$ cat config.mk
export PLATFORM = sky130hd
export DESIGN_NAME = apb_controller
export DESIGN_NICKNAME = d
export VERILOG_FILES = /design/src/rtl/bridge_pkg.sv /design/src/rtl/apb_controller.sv
export SDC_FILE = /design/constraint.sdc
export NUM_CORES = 1
export LEC_CHECK = 0
export ABC_CLOCK_PERIOD_IN_PS = 1700
export CAP_MARGIN = 20
export CORE_MARGIN = 2
export CORE_UTILIZATION = 25
export CTS_BUF_LIST = sky130_fd_sc_hd__clkbuf_4 sky130_fd_sc_hd__clkbuf_8
export CTS_CLUSTER_DIAMETER = 60
export CTS_CLUSTER_SIZE = 25
export DETAILED_ROUTE_END_ITERATION = 6
export PLACE_DENSITY = 0.61
export SYNTH_ARGS = -nofsm -noshare
export SYNTH_HDL_FRONTEND = slang
export SYNTH_SLANG_ARGS = --single-unit
$ cat constraint.sdc
create_clock -name hclk -period 1.7 [get_ports hclk]
set_clock_uncertainty 0.15 [all_clocks]
set_input_delay 0.17 -clock hclk [delete_from_list [all_inputs] [get_ports hclk]]
set_output_delay 0.17 -clock hclk [all_outputs]
set_load 0.02 [all_outputs]
$ cat src/rtl/bridge_pkg.sv
// bridge_pkg: shared FSM states, AHB response and HTRANS encodings for the AHB-to-APB bridge
package bridge_pkg;
  typedef enum logic [2:0] {
    IDLE   = 3'd0,
    WWAIT  = 3'd1,
    SETUP  = 3'd2,
    ACCESS = 3'd3,
    ERR1   = 3'd4,
    ERR2   = 3'd5
  } state_t;
  localparam logic [1:0] HRESP_OKAY   = 2'b00;
  localparam logic [1:0] HRESP_ERROR  = 2'b01;
  localparam logic [1:0] HTRANS_IDLE  = 2'b00;
  localparam logic [1:0] HTRANS_BUSY  = 2'b01;
  localparam logic [1:0] HTRANS_NSEQ  = 2'b10;
  localparam logic [1:0] HTRANS_SEQ   = 2'b11;
endpackage

$ cat src/rtl/apb_controller.sv
// apb_controller: APB master FSM of the AHB-to-APB bridge; optional APB_PSLVERR_EN adds the two-cycle AHB ERROR response
module apb_controller
  import bridge_pkg::*;
#(
  parameter int ADDR_W = 32,
  parameter int DATA_W = 32,
  parameter int NSLV   = 3
) (
  input  logic              hclk,
  input  logic              hreset,
  input  logic              valid,
  input  logic [ADDR_W-1:0] haddr,
  input  logic              hwrite,
  input  logic [DATA_W-1:0] hwdata,
  input  logic [NSLV-1:0]   temp_selx,
  input  logic [DATA_W-1:0] prdata,
  input  logic              pready,
  input  logic              pslverr,
  output logic [NSLV-1:0]   psel,
  output logic              penable,
  output logic              pwrite,
  output logic [ADDR_W-1:0] paddr,
  output logic [DATA_W-1:0] pwdata,
  output logic              hreadyout,
  output logic [DATA_W-1:0] hrdata,
  output logic [1:0]        hresp
);
  state_t state, state_n;
  logic [NSLV-1:0] sel;
  logic accept, err;
  assign accept = (state == IDLE || state == ERR2) && valid && |temp_selx;
`ifdef APB_PSLVERR_EN
  assign err = pslverr;
`else
  logic unused_pslverr;
  assign unused_pslverr = pslverr;
  assign err = 1'b0;
`endif
  // state register
  always_ff @(posedge hclk) begin
    if (hreset) state <= IDLE;
    else state <= state_n;
  end
  // next-state logic
  always_comb begin
    state_n = IDLE;
    case (state)
      IDLE, ERR2: state_n = accept ? (hwrite ? WWAIT : SETUP) : IDLE;
      WWAIT:      state_n = SETUP;
      SETUP:      state_n = ACCESS;
      ACCESS:     state_n = !pready ? ACCESS : err ? ERR1 : IDLE;
      ERR1:       state_n = ERR2;
      default:    state_n = IDLE;
    endcase
  end
  // AHB handshake outputs decoded from state
  always_comb begin
    hreadyout = state == IDLE || state == ERR2;
`ifdef APB_PSLVERR_EN
    hresp = (state == ERR1 || state == ERR2) ? HRESP_ERROR : HRESP_OKAY;
`else
    hresp = HRESP_OKAY;
`endif
  end
  // APB phase registers and held address/data; psel uses the fresh select when a read goes straight to SETUP
  always_ff @(posedge hclk) begin
    if (hreset) begin
      sel     <= '0;
      psel    <= '0;
      penable <= 1'b0;
      pwrite  <= 1'b0;
      paddr   <= '0;
      pwdata  <= '0;
      hrdata  <= '0;
    end else begin
      if (accept) begin
        sel    <= temp_selx;
        paddr  <= haddr;
        pwrite <= hwrite;
      end
      if (state == WWAIT) pwdata <= hwdata;
      if (state == ACCESS && pready && !pwrite && !err) hrdata <= prdata;
      psel    <= (state_n == SETUP || state_n == ACCESS) ? (accept ? temp_selx : sel) : '0;
      penable <= state_n == ACCESS;
    end
  end
endmodule
; ---- Word level (Yosys, flattened, before mapping)
; Cells that the tools add are included.
[word_totals]
register_bits = 107
latchBits = 0
mem_bits_rw = 0
output_inout_bits = 104
n_memories = 0
wordCells = 32
in_bits = 105
rom_bits = 0
[classes]
n_addsub = 0
n_eq_ne = 7
n_lt_le_gt_ge = 0
n_mul = 0
n_div = 0
muxes = 5
bitwise = 1
n_reduce_logical = 11
n_shift = 0
[ops]
columns = op, count
row1 = one-hot mux 3 bit (5 select lines), 1
row2 = == test 3 x 2 -> 1 bit (second input constant), 4
row3 = == test 3 bit (second input constant), 2
row4 = 2-to-1 mux 2 bit, 3
row5 = logical AND 1 bit, 4
row6 = OR reduction 2 bit, 2
row7 = == test 3 x 1 -> 1 bit (second input constant), 1
row8 = zero test 3 bit, 1
row9 = 2-to-1 mux 3 bit, 1
row10 = OR reduction 3 bit, 1
row11 = logical OR 1 bit, 2
row12 = zero test 1 bit, 1
row13 = inverter 1 bit, 1

; ---- Depth between registers and ports, before layout
[depth]
ltp_word = 10
mapped_depth = 6
ltp_nobuf = 3

; ---- Worst setup path after synthesis
; No wires, ideal clock.
[synth_timing]
path_type = reg-to-output
start = register state[2]
end = output port hreadyout
n_path_buf = 3
path_stages_with_launch = 6
path_slack_ns = 0.206
arrival_time_ns = 1.174
required_ns = 1.380
path_cell_list = dfxtp_1 -> buf_6 -> xor2_2 -> buf_6 -> buf_6 -> nor2_1
[synth_via]
elab_chain_cells = 2
elab_cells_between_ends = 3
cone_classes = eq/ne (1) / reduce/logical (2)
[synth_lines]
columns = element, line_no
row1 = start: declaration, apb_controller.sv:28  ; state_t state, state_n;
row2 = start signal: assignment, apb_controller.sv:42  ; else state <= state_n;
row3 = == test 3 bit / zero test 3 bit (equally long branches), apb_controller.sv:58  ; hreadyout = state == IDLE || state == ERR2;
row4 = logical OR 1 bit (*), apb_controller.sv:58
row5 = end: declaration, apb_controller.sv:24  ; output logic hreadyout,
; Mark *: on every way between the ends. The rest lies on a longest branch, timed or not.

; ---- Worst setup path after layout
[layout_timing]
start = register hrdata[10]
end = output port hrdata[10]
[layout_lines]
columns = element, line_no
row1 = start: declaration, apb_controller.sv:25  ; output logic [DATA_W-1:0] hrdata,
row2 = start signal: assignment, apb_controller.sv:82  ; if (state == ACCESS && pready && !pwrite && !err) hrdata <= prdata;
; No word-level cell between the ends.

==> results.ini <==
[placed_design]
pre_cts_slack_ps = -82.9
dp_hpwl_um = 9080
gp_congestion = 0.773
place_area_um2 = 6660
numPortBuffers = 205

[synth]
syn_area_um2 = 4350
seq_area_frac_synth = 0.492
yosys-mux-area-fraction = 0.00230
synthCells = 496
synth_top_family_by_area = compound AO/OA/AOI/OAI gates
synth-compound-area-share = 0.247
postSynthAreaPerCell_um2 = 8.77
synth-xor-area-share = 0.0101
yosys.area_share.adder = 0
synth_seq_cells = 107
ys_types = 33
yosysWarnings = 0
synthSimpleGateAreaFrac = 0.170

[die]
dieArea_um2 = 18500
start_util = 0.253
die_w_um = 136
io_pins = 209
chipHeight_um = 136
coreArea_um2 = 17200
core.rowCount = 48

[routing]
vias = 4350
post-route-drc-count = 0
routedWlPerCell_um = 15.5
antenna_left = 0
totalWireLength_um = 14200
drtPass1Iterations = 4
drt_iter0_drc = 169
drt-vias-per-instance = 4.76

[critical_path]
cp_slowest_cell = clkdlybuf4s50_1
crit_required_ps = 1380
crit_path_cell_trace = clkdlybuf4s50_1
crit_fanout = 2
path_delay_family = buffers and inverters
slowest_delay_ps = 600
arrival_ps = 1320
crit_buf_inv = 1
start_kind = flip-flop
path_class = flip-flop to output port
crit_path_end_kind = output port

[power]
power.switching_mw = 1.91
ir_worst_vdd_mv = 0.452
power.static_leakage_nw = 3.48
pwr-share-seq = 0.473
p_comb_frac = 0.268
powerDensity_nw_per_um2 = 842
p_sw_frac = 0.326
p_int_mw = 3.96
clockPowerShare = 0.259

[clock_network]
clock_latency_ps = 380
cts_buffers = 9
cts-root-buf = clkbuf_8
cts_num_sinks = 107
cts_max_path_buffers = 2
cts_setup_buffers = 0
clk_pin_slew_ps = 110
cts_tree = built
htreeDepth = 3

[layout]
final_cell_mix = dfxtp_1 (104), clkdlybuf4s50_1 (104), a21oi_1 (100)
nets = 788
fin_util = 0.406
drive_above_1_share = 0.0974
syn_to_final_growth_pct = 60.2
n_antenna_cell = 0
final_cell_area_um2 = 6970

[timing]
grt_setup_unrepaired = false
fin_crit_ps = 1640
hold_viol = 0
relSlewSlack = 0.607
setup_tns_ps = 0
finalSetupViolCount = 0
layout_setup_ws_ps = 63.7
whs_ps = 165
fin_crit_sh = 0.963
maxSlewViolCount = 0
fmax_mhz = 611
tightest_slew_ps = 589

[status]
outcome = completed

[global_routing]
antenna_found_initial = 0
grt_overflow = 0
grt_pass1_vias = 4163
grt.total_usage = 0.146
grt_max_degree = 55
grt_pass1_wl_um = 21400

[worst_hold_path]
hold_class = primary input to flip-flop

[run]
maxCapViolations = 0

-- flip-flops by register name, indices dropped and copies added (netlist names) --
register / count
hrdata: 32
paddr: 32
penable: 1
psel: 3
pwdata: 32
pwrite: 1
sel: 3
state: 3
-- power by group through the flow --
stage | clock network (mW) | registers [mW] | logic, mW
2_1_floorplan | 0 | 3.00 | 0.686
3_3_place_gp | 0 | 2.83 | 1.63
3_5_place_dp | 0 | 2.84 | 1.63
4_1_cts | 1.63 | 2.78 | 1.58
5_1_grt | 1.70 | 2.80 | 1.70
6_report | 1.52 | 2.78 | 1.57
-- cell usage after synthesis --
| cell | n | area (um^2) |
|---|---|---|
| mux2i_1 | 1 | 10.0 |
| nand3_1 | 36 | 180 |
| o31ai_1 | 24 | 180 |
| buf_8 | 1 | 15.0 |
| buf_4 | 3 | 22.5 |
| clkbuf_1 | 24 | 90.1 |
| dfxtp_1 | 107 | 2140 |
| buf_1 | 1 | 3.75 |
| a21oi_1 | 100 | 500 |
| xor2_2 | 1 | 16.3 |
| o31a_2 | 1 | 10.0 |
| or2_2 | 1 | 6.26 |
| a21boi_0 | 1 | 7.51 |
| nor4_1 | 1 | 6.26 |
| conb_1 | 1 | 3.75 |
| nor2b_1 | 3 | 18.8 |
| xnor2_4 | 1 | 27.5 |
| or3b_1 | 1 | 8.76 |
| o21ai_0 | 36 | 180 |
| buf_2 | 17 | 85.1 |
| nor2_1 | 3 | 11.3 |
| o31ai_4 | 1 | 21.3 |
| a21o_1 | 1 | 7.51 |
| nand2_1 | 65 | 244 |
| nor3b_2 | 1 | 12.5 |
| nor4_4 | 1 | 21.3 |
| inv_1 | 2 | 7.51 |
| o31ai_2 | 11 | 138 |
| buf_6 | 10 | 113 |
| nor3_1 | 1 | 5.00 |
| a32o_1 | 3 | 30.0 |
| nand4_1 | 33 | 206 |
| and3_1 | 3 | 18.8 |
-- cells by family (layout without fill, tap and decap cells) --
family,after synthesis,count (layout)
other,1,2
AOI/OAI and AO/OA,178,178
muxes,1,1
xor gates and xnor gates,2,2
buffers and inverters,58,248
DFF,107,107
and+or+nand+nor,149,150
-- final cells by class --
class / instances / area (um^2)
Sequential cell: 107 / 2150
Multi-Input combinational cell: 333 / 1910
Timing Repair Buffer: 230 / 2440
Fill cell: 1751 / 10200
Tap cell: 225 / 282
Clock buffer: 10 / 138
Inverter: 2 / 7.51
Clock inverter: 6 / 50.0
-- through the flow --
step | power, mW | instances
6_report | 5.87 | 913
5_1_grt | 6.20 | 913
4_1_cts | 5.98 | 912
3_5_place_dp | 4.46 | 895
3_3_place_gp | 4.46 | 895
2_1_floorplan | 3.68 | 497
-- layer usage --
layer	vias up	track usage	wire length (um)
li1	2156	-	-
met3	14	0.0630	1260
met1	2026	0.178	6260
met4	0	0.0469	242
met2	154	0.233	6430
met5	-	0	0
-- worst reg2reg max path, stage by stage, from the launching register on --
cell	delay, ps
dfxtp_2	370
xor2_4	190
buf_4	150
buf_4	210
o31ai_1	280
a21oi_1	110
-- repair_timing --
action | 4_1_cts | 5_1_grt
gates resized for setup | 51 | 64
hold endpoints to repair | 11 | 0
hold buffers | 1 | 0
gates cloned | 0 | 1
pin swaps | 0 | 0
setup endpoints to repair | 111 | 132
-- worst paths after layout --
path,from,endpoint,slack [ps],cells past startpoint
worst max-delay path,hrdata[10],hrdata[10],60,1
worst min-delay path,hwdata[29],pwdata[29],160,3
worst max register to register,state[2],paddr[11],110,5
worst min register to register,pwdata[4],pwdata[4],310,2
Note: power is estimated with default switching activity, not from simulation.
